### config.mk
export PLATFORM = sky130hd
export DESIGN_NAME = memory_arbiter
export DESIGN_NICKNAME = d
export VERILOG_FILES = /design/src/rtl/memory_arbiter_pkg.sv /design/src/rtl/memory_arbiter_rr.sv /design/src/rtl/memory_arbiter.sv
export SDC_FILE = /design/constraint.sdc
export NUM_CORES = 1
export LEC_CHECK = 0
export CAP_MARGIN = 40
export CORE_UTILIZATION = 44
export DETAILED_ROUTE_END_ITERATION = 8
export PLACE_DENSITY = 0.87
export SYNTH_ARGS = -nofsm -noshare
export SYNTH_HDL_FRONTEND = slang
export SYNTH_SLANG_ARGS = --single-unit
### constraint.sdc
create_clock -name clk -period 9.8 [get_ports clk]
set_clock_uncertainty 0.2 [all_clocks]
set_input_delay 0.98 -clock clk [delete_from_list [all_inputs] [get_ports clk]]
set_output_delay 0.98 -clock clk [all_outputs]
set_load 0.005 [all_outputs]
### src/rtl/memory_arbiter_pkg.sv
// Shared constants for the two-master memory arbiter: access option
// encodings (funct3), FSM state codes and master identifiers.
package memory_arbiter_pkg;

    // Load option encodings
    localparam logic [2:0] OPT_LB  = 3'b000;
    localparam logic [2:0] OPT_LH  = 3'b001;
    localparam logic [2:0] OPT_LW  = 3'b010;
    localparam logic [2:0] OPT_LBU = 3'b100;
    localparam logic [2:0] OPT_LHU = 3'b101;
    // Store option encodings reuse the load size codes
    localparam logic [2:0] OPT_SB  = 3'b000;
    localparam logic [2:0] OPT_SH  = 3'b001;
    localparam logic [2:0] OPT_SW  = 3'b010;

    // FSM state codes
    typedef logic [1:0] state_t;
    localparam state_t ST_IDLE  = 2'd0;
    localparam state_t ST_ISSUE = 2'd1;
    localparam state_t ST_WAIT  = 2'd2;
    localparam state_t ST_DONE  = 2'd3;

    // Master identifiers (grant index)
    localparam logic MASTER_0 = 1'b0;
    localparam logic MASTER_1 = 1'b1;

endpackage

### src/rtl/memory_arbiter_rr.sv
// Two-way round-robin grant, purely combinational.
//   req        in   2  pending request per master
//   last_grant in   1  master served most recently
//   grant_c    out  1  index of the winning master
//   valid_c    out  1  at least one request pending
module memory_arbiter_rr
    import memory_arbiter_pkg::*;
(
    input  logic [1:0] req,
    input  logic       last_grant,
    output logic       grant_c,
    output logic       valid_c
);

    // On a tie the master not served last wins
    always_comb begin
        valid_c = |req;
        grant_c = MASTER_0;
        if (req == 2'b11) begin
            grant_c = ~last_grant;
        end else if (req[1]) begin
            grant_c = MASTER_1;
        end
    end

endmodule

### src/rtl/memory_arbiter.sv
// Shares one memory port between master 0 (core) and master 1 (loader).
// One request is latched in IDLE, a single strobe is issued, the read
// latency is waited out, then a one-cycle response is returned.
//   clk, reset                 clock, async active-high reset
//   mX_memory_read/_write      level requests, held until response
//   mX_option/_address/_write_data   request payload
//   mX_read_data               registered load data per master
//   mX_memory_response         one-cycle completion pulse
//   mem_memory_read/_write     memory strobes (ISSUE cycle only)
//   mem_option/_address/_write_data  latched payload toward memory
//   mem_read_data              load data from memory
module memory_arbiter
    import memory_arbiter_pkg::*;
#(
    parameter int unsigned ADDR_WIDTH  = 32,
    parameter int unsigned DATA_WIDTH  = 32,
    parameter int unsigned MEM_LATENCY = 1
) (
    input  logic                  clk,
    input  logic                  reset,
    input  logic                  m0_memory_read,
    input  logic                  m0_memory_write,
    input  logic [2:0]            m0_option,
    input  logic [ADDR_WIDTH-1:0] m0_address,
    input  logic [DATA_WIDTH-1:0] m0_write_data,
    output logic [DATA_WIDTH-1:0] m0_read_data,
    output logic                  m0_memory_response,
    input  logic                  m1_memory_read,
    input  logic                  m1_memory_write,
    input  logic [2:0]            m1_option,
    input  logic [ADDR_WIDTH-1:0] m1_address,
    input  logic [DATA_WIDTH-1:0] m1_write_data,
    output logic [DATA_WIDTH-1:0] m1_read_data,
    output logic                  m1_memory_response,
    output logic                  mem_memory_read,
    output logic                  mem_memory_write,
    output logic [2:0]            mem_option,
    output logic [ADDR_WIDTH-1:0] mem_address,
    output logic [DATA_WIDTH-1:0] mem_write_data,
    input  logic [DATA_WIDTH-1:0] mem_read_data
);

    // Counter holds the remaining WAIT cycles, at most MEM_LATENCY-2
    localparam int unsigned CNT_W = (MEM_LATENCY > 2) ? $clog2(MEM_LATENCY - 1) : 1;

    state_t                state_q, state_d;
    logic                  lat_write_q, lat_write_d;
    logic                  lat_master_q, lat_master_d;
    logic [2:0]            lat_option_q, lat_option_d;
    logic [ADDR_WIDTH-1:0] lat_address_q, lat_address_d;
    logic [DATA_WIDTH-1:0] lat_wdata_q, lat_wdata_d;
    logic [CNT_W-1:0]      cnt_q, cnt_d;
    logic                  last_grant_q, last_grant_d;
    logic [DATA_WIDTH-1:0] rdata0_d, rdata1_d;
    logic                  rd_strobe_d, wr_strobe_d, resp0_d, resp1_d;
    logic                  arb_grant_c, arb_valid_c;

    memory_arbiter_rr u_rr (
        .req        ({m1_memory_read | m1_memory_write, m0_memory_read | m0_memory_write}),
        .last_grant (last_grant_q),
        .grant_c    (arb_grant_c),
        .valid_c    (arb_valid_c)
    );

    // Payload toward memory comes straight from the latch registers
    assign mem_option     = lat_option_q;
    assign mem_address    = lat_address_q;
    assign mem_write_data = lat_wdata_q;

    // Next-state, latch and registered-output logic
    always_comb begin
        state_d       = state_q;
        lat_write_d   = lat_write_q;
        lat_master_d  = lat_master_q;
        lat_option_d  = lat_option_q;
        lat_address_d = lat_address_q;
        lat_wdata_d   = lat_wdata_q;
        cnt_d         = cnt_q;
        last_grant_d  = last_grant_q;
        rdata0_d      = m0_read_data;
        rdata1_d      = m1_read_data;
        rd_strobe_d   = 1'b0;
        wr_strobe_d   = 1'b0;
        resp0_d       = 1'b0;
        resp1_d       = 1'b0;

        case (state_q)
            ST_IDLE: begin
                if (arb_valid_c) begin
                    state_d      = ST_ISSUE;
                    lat_master_d = arb_grant_c;
                    // Write takes precedence when both read and write are raised
                    if (arb_grant_c == MASTER_1) begin
                        lat_write_d   = m1_memory_write;
                        lat_option_d  = m1_option;
                        lat_address_d = m1_address;
                        lat_wdata_d   = m1_write_data;
                    end else begin
                        lat_write_d   = m0_memory_write;
                        lat_option_d  = m0_option;
                        lat_address_d = m0_address;
                        lat_wdata_d   = m0_write_data;
                    end
                    wr_strobe_d = lat_write_d;
                    rd_strobe_d = ~lat_write_d;
                end
            end
            ST_ISSUE: begin
                if (MEM_LATENCY <= 1) begin
                    state_d = ST_DONE;
                    resp0_d = (lat_master_q == MASTER_0);
                    resp1_d = (lat_master_q == MASTER_1);
                end else begin
                    state_d = ST_WAIT;
                    cnt_d   = CNT_W'(MEM_LATENCY - 2);
                end
            end
            ST_WAIT: begin
                if (cnt_q == '0) begin
                    state_d = ST_DONE;
                    resp0_d = (lat_master_q == MASTER_0);
                    resp1_d = (lat_master_q == MASTER_1);
                end else begin
                    cnt_d = cnt_q - CNT_W'(1);
                end
            end
            ST_DONE: begin
                state_d      = ST_IDLE;
                last_grant_d = lat_master_q;
                if (!lat_write_q) begin
                    if (lat_master_q == MASTER_0) begin
                        rdata0_d = mem_read_data;
                    end else begin
                        rdata1_d = mem_read_data;
                    end
                end
            end
            default: state_d = ST_IDLE;
        endcase
    end

    // State and output registers; last_grant resets to master 1 so master 0 wins the first tie
    always_ff @(posedge clk or posedge reset) begin
        if (reset) begin
            state_q            <= ST_IDLE;
            lat_write_q        <= 1'b0;
            lat_master_q       <= MASTER_0;
            lat_option_q       <= '0;
            lat_address_q      <= '0;
            lat_wdata_q        <= '0;
            cnt_q              <= '0;
            last_grant_q       <= MASTER_1;
            m0_read_data       <= '0;
            m1_read_data       <= '0;
            mem_memory_read    <= 1'b0;
            mem_memory_write   <= 1'b0;
            m0_memory_response <= 1'b0;
            m1_memory_response <= 1'b0;
        end else begin
            state_q            <= state_d;
            lat_write_q        <= lat_write_d;
            lat_master_q       <= lat_master_d;
            lat_option_q       <= lat_option_d;
            lat_address_q      <= lat_address_d;
            lat_wdata_q        <= lat_wdata_d;
            cnt_q              <= cnt_d;
            last_grant_q       <= last_grant_d;
            m0_read_data       <= rdata0_d;
            m1_read_data       <= rdata1_d;
            mem_memory_read    <= rd_strobe_d;
            mem_memory_write   <= wr_strobe_d;
            m0_memory_response <= resp0_d;
            m1_memory_response <= resp1_d;
        end
    end

endmodule

==> flow_metrics.env, run 1 <==
export IMPL_outcome="finished clean"
export IMPL_vias_per_cell=5.46
export IMPL_p_leak_nw=3.94
export IMPL_synth_fp_nets=734
export IMPL_clockBufferDepth=2
export IMPL_vdd_drop_max_mv=0.120
export IMPL_r2r_end="mem_option[0]"
export IMPL_maxSlewHeadroom_pct=48.4
export IMPL_required_ns=9.93
export IMPL_synth_avg_cell_area_um2=11.1
export IMPL_finalSetupTns_ns=0
export IMPL_gp_congestion=0.785
export IMPL_critPathLaunchType="input port"
export IMPL_dr_pass1_iters=5
export IMPL_core_area_um2=13500
export IMPL_drt_wirelength_per_cell_um=18.6
export IMPL_reg2reg_from="state_q[0]"
export IMPL_final_core_util_pct=73.8
export IMPL_arrival_ns=3.10
export IMPL_dp_hpwl_um=13300
export IMPL_rsz0062_at_grt="no"
export IMPL_hold_class="flip-flop to flip-flop"
export IMPL_synthCells=557
export IMPL_report_final_slew_viol_count=0
export IMPL_setup_worst_path_start="m1_memory_read"
export IMPL_ant_nets=0
export IMPL_fp_dieArea_um2=14500
export IMPL_max_freq_mhz=337
export IMPL_rr_worst_depth=6
export IMPL_cts_setup_buffers=0
export IMPL_period_needed_ns=2.97
export IMPL_syn_area_um2=6170
export IMPL_grt_max_degree=70
export IMPL_ys_seq_elements=140
export IMPL_post_dp_cell_area_um2=9330
export IMPL_cts_clk_slew_worst_paths_ns=0.06
export IMPL_antenna_found_initial=0
export IMPL_htreeDepth=4
export IMPL_ys_warn_count=0
export IMPL_cts_sinks=140
export IMPL_r2r_slack_ns=7.61
export IMPL_first_global_vias=5634
export IMPL_row_count=42
export IMPL_max_cap_viol_count=0
export IMPL_gr_total_overflow=0
export IMPL_tightest_slew_ns=0.774
export IMPL_numCtsBuffers=17
export IMPL_worstSetupEndpoint="mem_write_data[15]"
export IMPL_ctsHoldBuffers=0
export IMPL_crit_fanout=40
export IMPL_synthDistinctLibCells=28
export IMPL_wirelength_um=19200
export IMPL_postLayoutCellArea_um2=9920
export IMPL_clockRootBuffer="clkbuf_16"
export IMPL_critPathKind="input port to flip-flop"
export IMPL_fin_crit_sh_pct=30.3
export IMPL_ios=307
export IMPL_p_per_area_nw_per_um2=314
export IMPL_drive_gt1_share_pct=15.3
export IMPL_drtIter0Drc=397
export IMPL_diodes=0
export IMPL_hold_violations=0
export IMPL_die_h_um=120
export IMPL_drc_errors=0
export IMPL_cts_tree="built"
export IMPL_end_kind="flip-flop"
export IMPL_port_buffers=306
export IMPL_grt_total_usage_pct=26.4
export IMPL_start_util_pct=45.9
export IMPL_cts_resized=0
export IMPL_nNetsFinal=1019
export IMPL_synth_seq_area_share_pct=56.8
export IMPL_grt_pass1_wl_um=29600
export IMPL_synthToLayoutAreaGrowth_pct=60.8
export IMPL_die_w_um=120
export IMPL_setup_viol_count_final=0
export IMPL_worstSkewPairLatency_ns=0.40
export IMPL_vias=5627
-- cell type report --
| type | instances | area, um2 |
|---|---|---|
| clock buffers | 19 | 443 |
| clock inverters | 13 | 155 |
| fillers | 908 | 3530 |
| inverters | 4 | 20.0 |
| multi-input cells | 362 | 2400 |
| flip-flops and latches | 140 | 3500 |
| well taps | 176 | 220 |
| repair buffers | 317 | 3180 |
-- synthesized netlist by cell type (all sizes together) --
library cell	n	area (um2)
mux2i	1	10.0
dfstp	1	26.3
ha	5	62.6
dfrtp	139	3480
nand3b	1	7.51
a21oi	68	397
o41a	1	11.3
inv	4	15.0
o31ai	1	7.51
nor2	71	267
o21a	2	15.0
nor3b	1	12.5
buf	32	210
nand3	2	10.0
mux2	66	743
o41ai	1	27.5
nor3	1	5.00
o21ai	70	350
a31oi	67	419
nand2	1	3.75
or2	1	6.26
nand2b	1	6.26
and3b	1	8.76
clkbuf	19	71.3
-- state kept, by name (all words and copies together), names as in the netlist --
signal,count
m1_read_data,32
m0_read_data,32
lat_master_q,1
lat_write_q,1
mem_memory_write,1
m0_memory_response,1
state_q,2
last_grant_q,1
mem_address,32
m1_memory_response,1
mem_write_data,32
mem_memory_read,1
mem_option,3
-- power breakdown --
group	total, W	switching, W	internal, W
registers	0.00104	0.000168	0.000876
clock network	0.000648	0.000259	0.000388
logic	0.00142	0.000580	0.000839
-- metrics by stage --
stage	power (W)	instances	hold slack, ns	setup WS [ns]
after CTS	0.00313	1031	0.306	6.89
after detailed placement	0.00247	999	0.292	6.48
final	0.00311	1031	0.305	6.83
after global placement	0.00239	996	0.286	6.26
after global routing	0.00329	1031	0.316	6.75
after floorplan	0.00167	557	0.278	4.87
-- critical path, stage by stage --
cell and delay, ns:
clkdlybuf4s50_1 0.63, or2_2 0.57, buf_4 0.52, a31oi_1 0.19
a21oi_2 0.16
-- worst min-delay path by stage --
stage	start	to	cells past startpoint
floorplan	lat_master_q	m0_memory_response	1
global placement	m1_read_data[28]	m1_read_data[28]	1
detailed placement	m1_read_data[29]	m1_read_data[29]	1
CTS	m1_read_data[29]	m1_read_data[29]	1
global route	m1_read_data[26]	m1_read_data[26]	1
finish	m0_read_data[17]	m0_read_data[17]	1
-- cell families after synthesis --
logic type / Yosys count / share of synthesized area [%]
AND/OR/NAND/NOR: 80 / 5.29
multiplexers: 67 / 12.2
flip-flops: 140 / 56.8
AO/OA/AOI/OAI: 210 / 19.9
buffers and inverters: 55 / 4.81
adder cells (fa/ha/maj): 5 / 1.01
-- routing by layer --
metal,global-route usage (%),part of all wire (%)
met1,30.3,38
met5,0,0
met2,47.3,53
met3,7.36,8.2
met4,8.41,1.4
-- placed cells by master (no fill, tap or decap), types with 3 or more instances in the layout --
master and n:
clkdlybuf4s50_1 306, dfrtp_1 139, nor2_1 70, o21ai_0 68, a31oi_1 67, mux2_2 65, a21oi_1 53, clkbuf_16 17
a21oi_2 15, buf_4 8, inv_6 6, ha_1 5, inv_1 3, clkinvlp_4 3, buf_12 3
Power figures use the tool's default switching activity.
==> inputs of run 2 (changes only) <==
--- a/config.mk
+++ b/config.mk
@@ -6,9 +6,9 @@
 export NUM_CORES = 1
 export LEC_CHECK = 0
 export CAP_MARGIN = 40
-export CORE_UTILIZATION = 44
+export CORE_UTILIZATION = 37
 export DETAILED_ROUTE_END_ITERATION = 8
-export PLACE_DENSITY = 0.87
+export PLACE_DENSITY = 0.78
 export SYNTH_ARGS = -nofsm -noshare
 export SYNTH_HDL_FRONTEND = slang
 export SYNTH_SLANG_ARGS = --single-unit
==> constraint.sdc (replaced) <==
create_clock -name clk -period 2.5 [get_ports clk]
set_clock_uncertainty 0.2 [all_clocks]
set_input_delay 0.25 -clock clk [delete_from_list [all_inputs] [get_ports clk]]
set_output_delay 0.25 -clock clk [all_outputs]
set_load 0.005 [all_outputs]
==> run 2 against run 1 <==
Net effect: cell area is 2.4% higher; register-to-register slack worse by 7.0 ns; largest cell class unchanged; final cell count is 5.0% higher; via count is 0.78% higher.
==> flow_metrics.env, run 2 (synthesized netlist as in run 1, its figures left out) <==
export IMPL_vias_per_cell=5.24
export IMPL_crit_fanout=27
export IMPL_antenna_found_initial=0
export IMPL_ios=307
export IMPL_max_cap_viol_count=0
export IMPL_diodes=0
export IMPL_power_w=0.0123
export IMPL_drtIter0Drc=329
export IMPL_ant_nets=0
export IMPL_gp_congestion=0.776
export IMPL_cts_tree="built"
export IMPL_cts_clk_slew_worst_paths_ns=0.06
export IMPL_max_freq_mhz=527
export IMPL_htreeDepth=4
export IMPL_final_common_cell="clkdlybuf4s50_1"
export IMPL_drive_gt1_share_pct=16.1
export IMPL_fp_dieArea_um2=17200
export IMPL_num_fill_cells=1273
export IMPL_setup_viol_count_final=0
export IMPL_clockRootBuffer="clkbuf_16"
export IMPL_gr_total_overflow=0
export IMPL_fin_crit_sh_pct=75.9
export IMPL_maxSlewHeadroom_pct=64.9
export IMPL_critPathMaxStageDelay_ns=0.42
export IMPL_grt_max_degree=56
export IMPL_die_w_um=131
export IMPL_met3_length_um=1570
export IMPL_layout_common_cells="306 x clkdlybuf4s50_1, 139 x dfrtp_1, 70 x nor2_1, 68 x o21ai_0, 67 x a31oi_1"
export IMPL_arrival_ns=1.99
export IMPL_drt_met1_wl_um=7670
export IMPL_top_layer_used="met4"
export IMPL_dr_pass1_iters=4
export IMPL_vdd_drop_max_mv=0.615
export IMPL_period_needed_ns=1.90
export IMPL_end_kind="flip-flop"
export IMPL_die_h_um=131
export IMPL_rsz0062_at_grt="no"
export IMPL_dp_slack_ns=0.253
export IMPL_required_ns=2.59
export IMPL_grt_pass1_wl_um=30000
export IMPL_critPathLaunchType="flip-flop"
export IMPL_p_per_area_nw_per_um2=1210
export IMPL_cts_resized=0
export IMPL_grt_total_usage_pct=22.3
export IMPL_finalSetupTns_ns=0
export IMPL_start_util_pct=38.4
export IMPL_wirelength_um=18900
export IMPL_cts_sinks=140
export IMPL_hold_class="input port to flip-flop"
export IMPL_worstSkewPairLatency_ns=0.41
export IMPL_dp_hpwl_um=13600
export IMPL_clockBufferDepth=2
export IMPL_tightest_slew_ns=0.526
export IMPL_core_area_um2=16100
export IMPL_crit_family="compound AO/OA/AOI/OAI gates"
export IMPL_outcome="finished clean"
export IMPL_final_setup_worst_slack_ns=0.602
export IMPL_synthToLayoutAreaGrowth_pct=64.7
export IMPL_slowest_stage="dfrtp_1"
export IMPL_worst_path_buf_inv=2
export IMPL_cp_cell_sequence="inv_1 -> ha_1 -> o41ai_4 -> buf_4 -> a31oi_1 -> a21oi_2"
export IMPL_port_buffers=306
export IMPL_nNetsFinal=1031
export IMPL_row_count=46
export IMPL_dr_wl_met2_um=9130
export IMPL_drt_wirelength_per_cell_um=17.4
export IMPL_critPathKind="flip-flop to flip-flop"
export IMPL_first_global_vias=5581
export IMPL_hold_violations=0
export IMPL_vias=5671
export IMPL_drc_errors=0
export IMPL_fin_hold_ws_ns=0.188
export IMPL_report_final_slew_viol_count=0
export IMPL_numCtsBuffers=17
export IMPL_p_leak_nw=4.04
[run 2: changes by cell type in the layout (fill, tap and decap cells not counted)]
cell           before  now
clkinvlp_4          3    2
buf_12              3    9
bufinv_16           2    4
buf_4               8   13
dlygate4sd3_1       0    1
clkbuf_1            1    3
inv_8               1    0
clkbuf_8            1    0
clkinv_2            0    1
inv_6               6    3
clkinv_4            2    3
[run 2: per-stage QoR]
| stage | area (um2) | util [%] | instances |
|---|---|---|---|
| global route | 10200 | 63.3 | 1083 |
| finish | 10200 | 63.3 | 1083 |
| floorplan | 6170 | - | 557 |
| CTS | 10200 | 63.3 | 1083 |
| global placement | 9530 | 59.4 | 1050 |
| detailed placement | 9530 | 59.4 | 1050 |
[run 2: area by class of cell]
| class | count | area (um2) | area share, % |
|---|---|---|---|
| Clock buffer | 20 | 437 | 4.30 |
| Clock inverter | 12 | 185 | 1.82 |
| Inverter | 4 | 18.8 | 0.185 |
| Multi-Input combinational cell | 362 | 2400 | 23.6 |
| Sequential cell | 140 | 3500 | 34.5 |
| Tap cell | 216 | 270 | 2.66 |
| Timing Repair Buffer | 329 | 3350 | 33.0 |
[run 2: where the power goes]
group | total (W) | leakage, nW | switching (W) | internal, W
sequential | 0.00405 | 1.61 | 0.000620 | 0.00343
combinational | 0.00563 | 2.13 | 0.00223 | 0.00340
clock | 0.00265 | 0.300 | 0.000970 | 0.00168
[run 2: worst paths after layout]
path	start	endpoint	slack (ns)	cells past startpoint
min in group asynchronous	reset	m1_read_data[26]	0.44	3
worst min-delay path	m0_address[0]	mem_address[0]	0.19	3
worst min register to register	m0_read_data[1]	m0_read_data[1]	0.30	1
worst max-delay path	state_q[0]	mem_write_data[17]	0.60	6
worst max register to register	state_q[0]	mem_write_data[17]	0.60	6
max in group asynchronous	reset	m1_read_data[12]	1.04	4
[run 2: per-layer routing]
layer  track usage [%]  vias up
li1                  -     2610
met1              27.3     2746
met2              35.8      275
met3              7.14       40
met4              10.3        0
met5                 0        -
[run 2: timing repair]
| item | CTS | global route |
|---|---|---|
| hold buffers | 1 | 0 |
| endpoints found under the hold margin | 1 | 0 |
| buffers inserted | 0 | 0 |
[run 2: worst min-delay path, stage by stage]
cell and delay [ns]:
clkdlybuf4s50_1 0.39, o21ai_0 0.07, a21oi_1 0.06
==> inputs of run 3 (changes only) <==
==> constraint.sdc (replaced) <==
create_clock -name clk -period 1.73 [get_ports clk]
set_clock_uncertainty 0.2 [all_clocks]
set_input_delay 0.173 -clock clk [delete_from_list [all_inputs] [get_ports clk]]
set_output_delay 0.173 -clock clk [all_outputs]
set_load 0.005 [all_outputs]
==> run 3 against run 2 <==
Net effect: cell area up 5.5%; sequential cell count unchanged; wire length up 5.8%; clock-buffer cell count down 2; critical path depth down 1; via count up 2.2%; die area unchanged; final cell count up 2.3%; clock power up 38%; largest cell class is now non-clock buffers; largest power group unchanged.
==> flow_metrics.env, run 3 (synthesized netlist as in run 1, its figures left out) <==
export IMPL_outcome="finished clean"
export IMPL_crit_fanout=8
export IMPL_drtIter0Drc=202
export IMPL_arrival_ns=1.81
export IMPL_gp_congestion=0.789
export IMPL_power_internal_w=0.0125
export IMPL_setup_viol_count_final=0
export IMPL_vias_per_cell=5.23
export IMPL_ctsHoldBuffers=0
export IMPL_dr_pass1_iters=5
export IMPL_gr_total_overflow=0
export IMPL_nNetsFinal=1056
export IMPL_grt_pass1_wl_um=31900
export IMPL_p_sw_w=0.00608
export IMPL_p_per_area_nw_per_um2=1740
export IMPL_fp_dieArea_um2=17200
export IMPL_hold_violations=0
export IMPL_hold_class="input port to asynchronous set/reset pin"
export IMPL_r2r_slack_ns=0.01
export IMPL_rr_worst_depth=5
export IMPL_numCtsBuffers=17
export IMPL_pwr_share_comb_pct=48.9
export IMPL_cts_clk_slew_worst_paths_ns=0.06
export IMPL_reg2reg_from="state_q[1]"
export IMPL_port_buffers=306
export IMPL_clockRootBuffer="clkbuf_16"
export IMPL_layout_common_cells="299 x clkdlybuf4s50_1, 137 x dfrtp_1, 70 x nor2_1, 68 x o21ai_0, 53 x a21oi_1"
export IMPL_drive_gt1_share_pct=22.4
export IMPL_core_area_um2=16100
export IMPL_fin_crit_sh_pct=99.2
export IMPL_rsz0062_at_grt="yes"
export IMPL_cts_tree="built"
export IMPL_max_cap_viol_count=0
export IMPL_num_fill_cells=1216
export IMPL_synthToLayoutAreaGrowth_pct=73.7
export IMPL_maxSlewHeadroom_pct=66.1
export IMPL_wirelength_um=20000
export IMPL_dp_hpwl_um=13700
export IMPL_report_final_slew_viol_count=0
export IMPL_drc_errors=0
export IMPL_final_common_cell="clkdlybuf4s50_1"
export IMPL_finalSetupTns_ns=0
export IMPL_tightest_slew_ns=0.508
export IMPL_max_freq_mhz=583
export IMPL_die_h_um=131
export IMPL_ant_nets=0
export IMPL_vias=5795
export IMPL_period_needed_ns=1.72
export IMPL_seqPwrFrac_pct=31.6
export IMPL_vdd_drop_max_mv=0.831
export IMPL_row_count=46
export IMPL_r2r_end="m0_read_data[25]"
export IMPL_clockBufferDepth=2
export IMPL_p_leak_nw=4.28
export IMPL_htreeDepth=4
export IMPL_grt_total_usage_pct=23.5
export IMPL_grt_max_degree=93
export IMPL_cts_sinks=140
export IMPL_first_global_vias=5968
export IMPL_p_sw_share_pct=32.6
export IMPL_required_ns=1.83
export IMPL_ios=307
export IMPL_end_kind="flip-flop"
export IMPL_setup_worst_path_start="state_q[1]"
export IMPL_start_util_pct=38.4
export IMPL_die_w_um=131
export IMPL_critPathKind="flip-flop to flip-flop"
export IMPL_diodes=0
export IMPL_worstSkewPairLatency_ns=0.41
export IMPL_final_core_util_pct=66.8
export IMPL_critPathLaunchType="flip-flop"
export IMPL_clockPowerShare_pct=19.6
export IMPL_antenna_found_initial=0
export IMPL_drt_wirelength_per_cell_um=18.0
[run 3: critical path: stages, from the launching register on]
cell       delay, ns
dfrtp_2         0.41
ha_4            0.15
nor3b_4         0.22
buf_6           0.15
clkbuf_16       0.17
mux2_4          0.31
[run 3: area by class of cell]
class / count / area [um2] / share of cell area, %
Timing Repair Buffer: 354 / 3640 / 34.0
Sequential cell: 140 / 3510 / 32.7
Multi-Input combinational cell: 362 / 2690 / 25.1
Clock buffer: 18 / 439 / 4.10
Tap cell: 216 / 270 / 2.52
Clock inverter: 14 / 148 / 1.38
Inverter: 4 / 18.8 / 0.175
[run 3: layer usage]
layer	wire [um]	vias to the layer above	GRT usage (%)
met5	0	-	0
met2	9980	279	39.5
li1	-	2671	-
met4	550	0	9.22
met1	7910	2807	28.2
met3	1550	38	6.94
[run 3: worst max path at each step]
stage	endpoint	depth (start not counted)
3_5_place_dp	mem_write_data[8]	5
2_1_floorplan	lat_master_q	1
4_1_cts	m0_read_data[1]	5
6_report	m0_read_data[25]	5
3_3_place_gp	mem_write_data[12]	5
5_1_grt	m0_read_data[30]	5
[run 3: power by group through the flow]
stage / Sequential [W] / Combinational (W) / Clock [W]
2_1_floorplan: 0.00595 / 0.00354 / 0
3_3_place_gp: 0.00582 / 0.00840 / 0
3_5_place_dp: 0.00589 / 0.00856 / 0
4_1_cts: 0.00585 / 0.00880 / 0.00373
5_1_grt: 0.00611 / 0.00981 / 0.00386
6_report: 0.00588 / 0.00910 / 0.00365
[run 3: what timing repair did]
action / 4_1_cts / 5_1_grt
gates resized for setup: 9 / 54
cloned: 1 / 1
hold endpoints to repair: 0 / 0
setup endpoints to repair: 53 / 85
pin swaps: 0 / 2
setup buffers: 3 / 1
[run 3: per-stage QoR]
stage               setup slack [ns]  hold slack, ns  instances  instance area (um2)  total power, W
global route                 -0.0375          0.0439       1108                10700          0.0198
floorplan                     -0.391           0.123        557                 6190         0.00950
detailed placement            -0.239           0.292       1071                 9750          0.0144
global placement              -0.210           0.286       1071                 9750          0.0142
finish                        0.0134          0.0212       1108                10700          0.0186
CTS                          -0.0412          0.0224       1107                10400          0.0184
==> RTL change, RTL diff (config.mk and constraints of run 2) <==
`lat_address_q` no longer has a reset.
--- a/src/rtl/memory_arbiter.sv
+++ b/src/rtl/memory_arbiter.sv
@@ -147,5 +147,4 @@
             lat_master_q       <= MASTER_0;
             lat_option_q       <= '0;
-            lat_address_q      <= '0;
             lat_wdata_q        <= '0;
             cnt_q              <= '0;
@@ -162,5 +161,4 @@
             lat_master_q       <= lat_master_d;
             lat_option_q       <= lat_option_d;
-            lat_address_q      <= lat_address_d;
             lat_wdata_q        <= lat_wdata_d;
             cnt_q              <= cnt_d;
@@ -175,4 +173,8 @@
     end
 
+    always_ff @(posedge clk) begin
+        lat_address_q <= lat_address_d;
+    end
+
 endmodule
 
Function: changed (Yosys sat finds a counterexample within 4 cycles, from zero or initial values and one cycle with reset high).
==> RTL change against run 2 <==
- worst setup slack worse by 220 ps
- cell count is 10% lower
- cell area is 4.4% lower
- synthesized area is 4.8% lower
- sequential cell count stayed put
- routed wire length is 9.0% lower
- sequential power is 1% lower
- critical path depth is 1 lower
- clock power is 15% lower
- power is 11% lower
- sequential share of layout area is 3.2 points higher
- critical endpoint is now mem_address[9]
==> RTL change: results (changes against run 2) <==
metric;value;unit;change
status;finished clean;;unchanged
ys_types;33;;was 28
worst_slew_margin_rel;52.3;%;was 64.9%
cts-buffers-inserted;17;;unchanged
cp_max_fo;51;;was 27
dpl_cell_area;0.00918;mm2;was 0.00953 mm2
powerDensity;1130;mW/mm2;was 1210 mW/mm2
grt_max_degree;109;;was 56
wl_per_cell;17.7;um;was 17.4 um
syn-mean-instance-area;13.4;um2;was 11.1 um2
synth_fa_ha_area_share;1.07;%;was 1.01%
drt-initial-drc-count;207;;was 329
viasPerCell;5.00;;was 5.24
synth_nets;616;;was 734
cp_top_family;buffers and inverters;;was compound AO/OA/AOI/OAI gates
hp-class;in -> async;;was in -> reg
hold_ws;162;ps;was 188 ps
place_ws;246;ps;was 253 ps
fin_crit;2120;ps;was 1900 ps
synth_compound_area_share;11.0;%;was 19.9%
drive_gt1_share;19.1;%;was 16.1%
dp_hpwl;12500;um;was 13600 um
r2r-end;mem_address[9];;was mem_write_data[17]
p_leak;3.79;nW;was 4.04 nW
dp.cells;938;;was 1050
grt_pass1_wl;26000;um;was 30000 um
async_flop_share;77.1;%;was 100%
seq_area_frac_synth;62.4;%;was 56.8%
grt_pass1_vias;5023;;was 5581
totalWireLength;17200;um;was 18900 um
ir_drop;0.574;mV;was 0.615 mV
synth_mux_area_share;19.0;%;was 12.2%
nFillCells;1180;;was 1273
nNetsFinal;923;;was 1031
synthTopCellsByCount;107 x dfrtp_1, 96 x mux2_2, 38 x nor2_1, 36 x a21oi_1, 36 x o21ai_0;;was 139 x dfrtp_1, 71 x nor2_1, 68 x o21ai_0, 67 x a31oi_1, 65 x mux2_2
grt_usage;20.9;%;was 22.3%
synthTopCellsByArea;dfrtp_1 46%, mux2_2 18%, edfxtp_1 16%, a31oi_1 3.7%, a21oi_1 3.1%;;was dfrtp_1 56%, mux2_2 12%, a31oi_1 6.8%, o21ai_0 5.5%, nor2_1 4.3%
arrival;2010;ps;was 1990 ps
r2r_slack;380;ps;was 600 ps
## RTL change: worst reg2reg max path, stage by stage (launching register included)
cell	delay (ps)
dfrtp_1	420
inv_1	130
ha_1	290
o41ai_4	130
inv_2	300
buf_12	300
## RTL change: worst max-delay path by stage
stage / endpoint / depth (start not counted)
5_1_grt: mem_write_data[8] / 7
3_3_place_gp: mem_address[13] / 5
2_1_floorplan: mem_address[0] / 5
4_1_cts: mem_address[9] / 5
3_5_place_dp: mem_write_data[0] / 5
6_report: mem_address[9] / 5
## RTL change: cell families (layout without fill, tap and decap cells)
logic type	Yosys count	count (layout)
DFF	140	140
buffers and inverters	34	354
AOI/OAI and AO/OA	113	113
and+or+nand+nor	48	48
muxes	99	99
adders and majority gates	5	5
## RTL change: per-layer routing
| layer | wire length [um] | up-vias | GRT usage, % | share of wire (%) |
|---|---|---|---|---|
| met5 | 0 | - | 0 | 0 |
| met4 | 415 | 0 | 9.07 | 2.4 |
| met3 | 1250 | 34 | 5.97 | 7.3 |
| met2 | 9090 | 238 | 38.6 | 53 |
| met1 | 6430 | 2360 | 22.1 | 37 |
| li1 | - | 2215 | - | - |
## RTL change: where the power goes
part           internal [mW]  switching, mW
clock                   1.32          0.941
sequential              3.44          0.548
combinational           2.94           1.78
total                   7.70           3.27
## RTL change: cell type report
cell class,count,area share [%]
inverter,5,0.232
timing repair buffer,317,32.8
sequential,140,37.7
multi-input combinational,265,21.1
clock buffer,22,4.79
clock inverter,10,0.696
tap,211,2.72
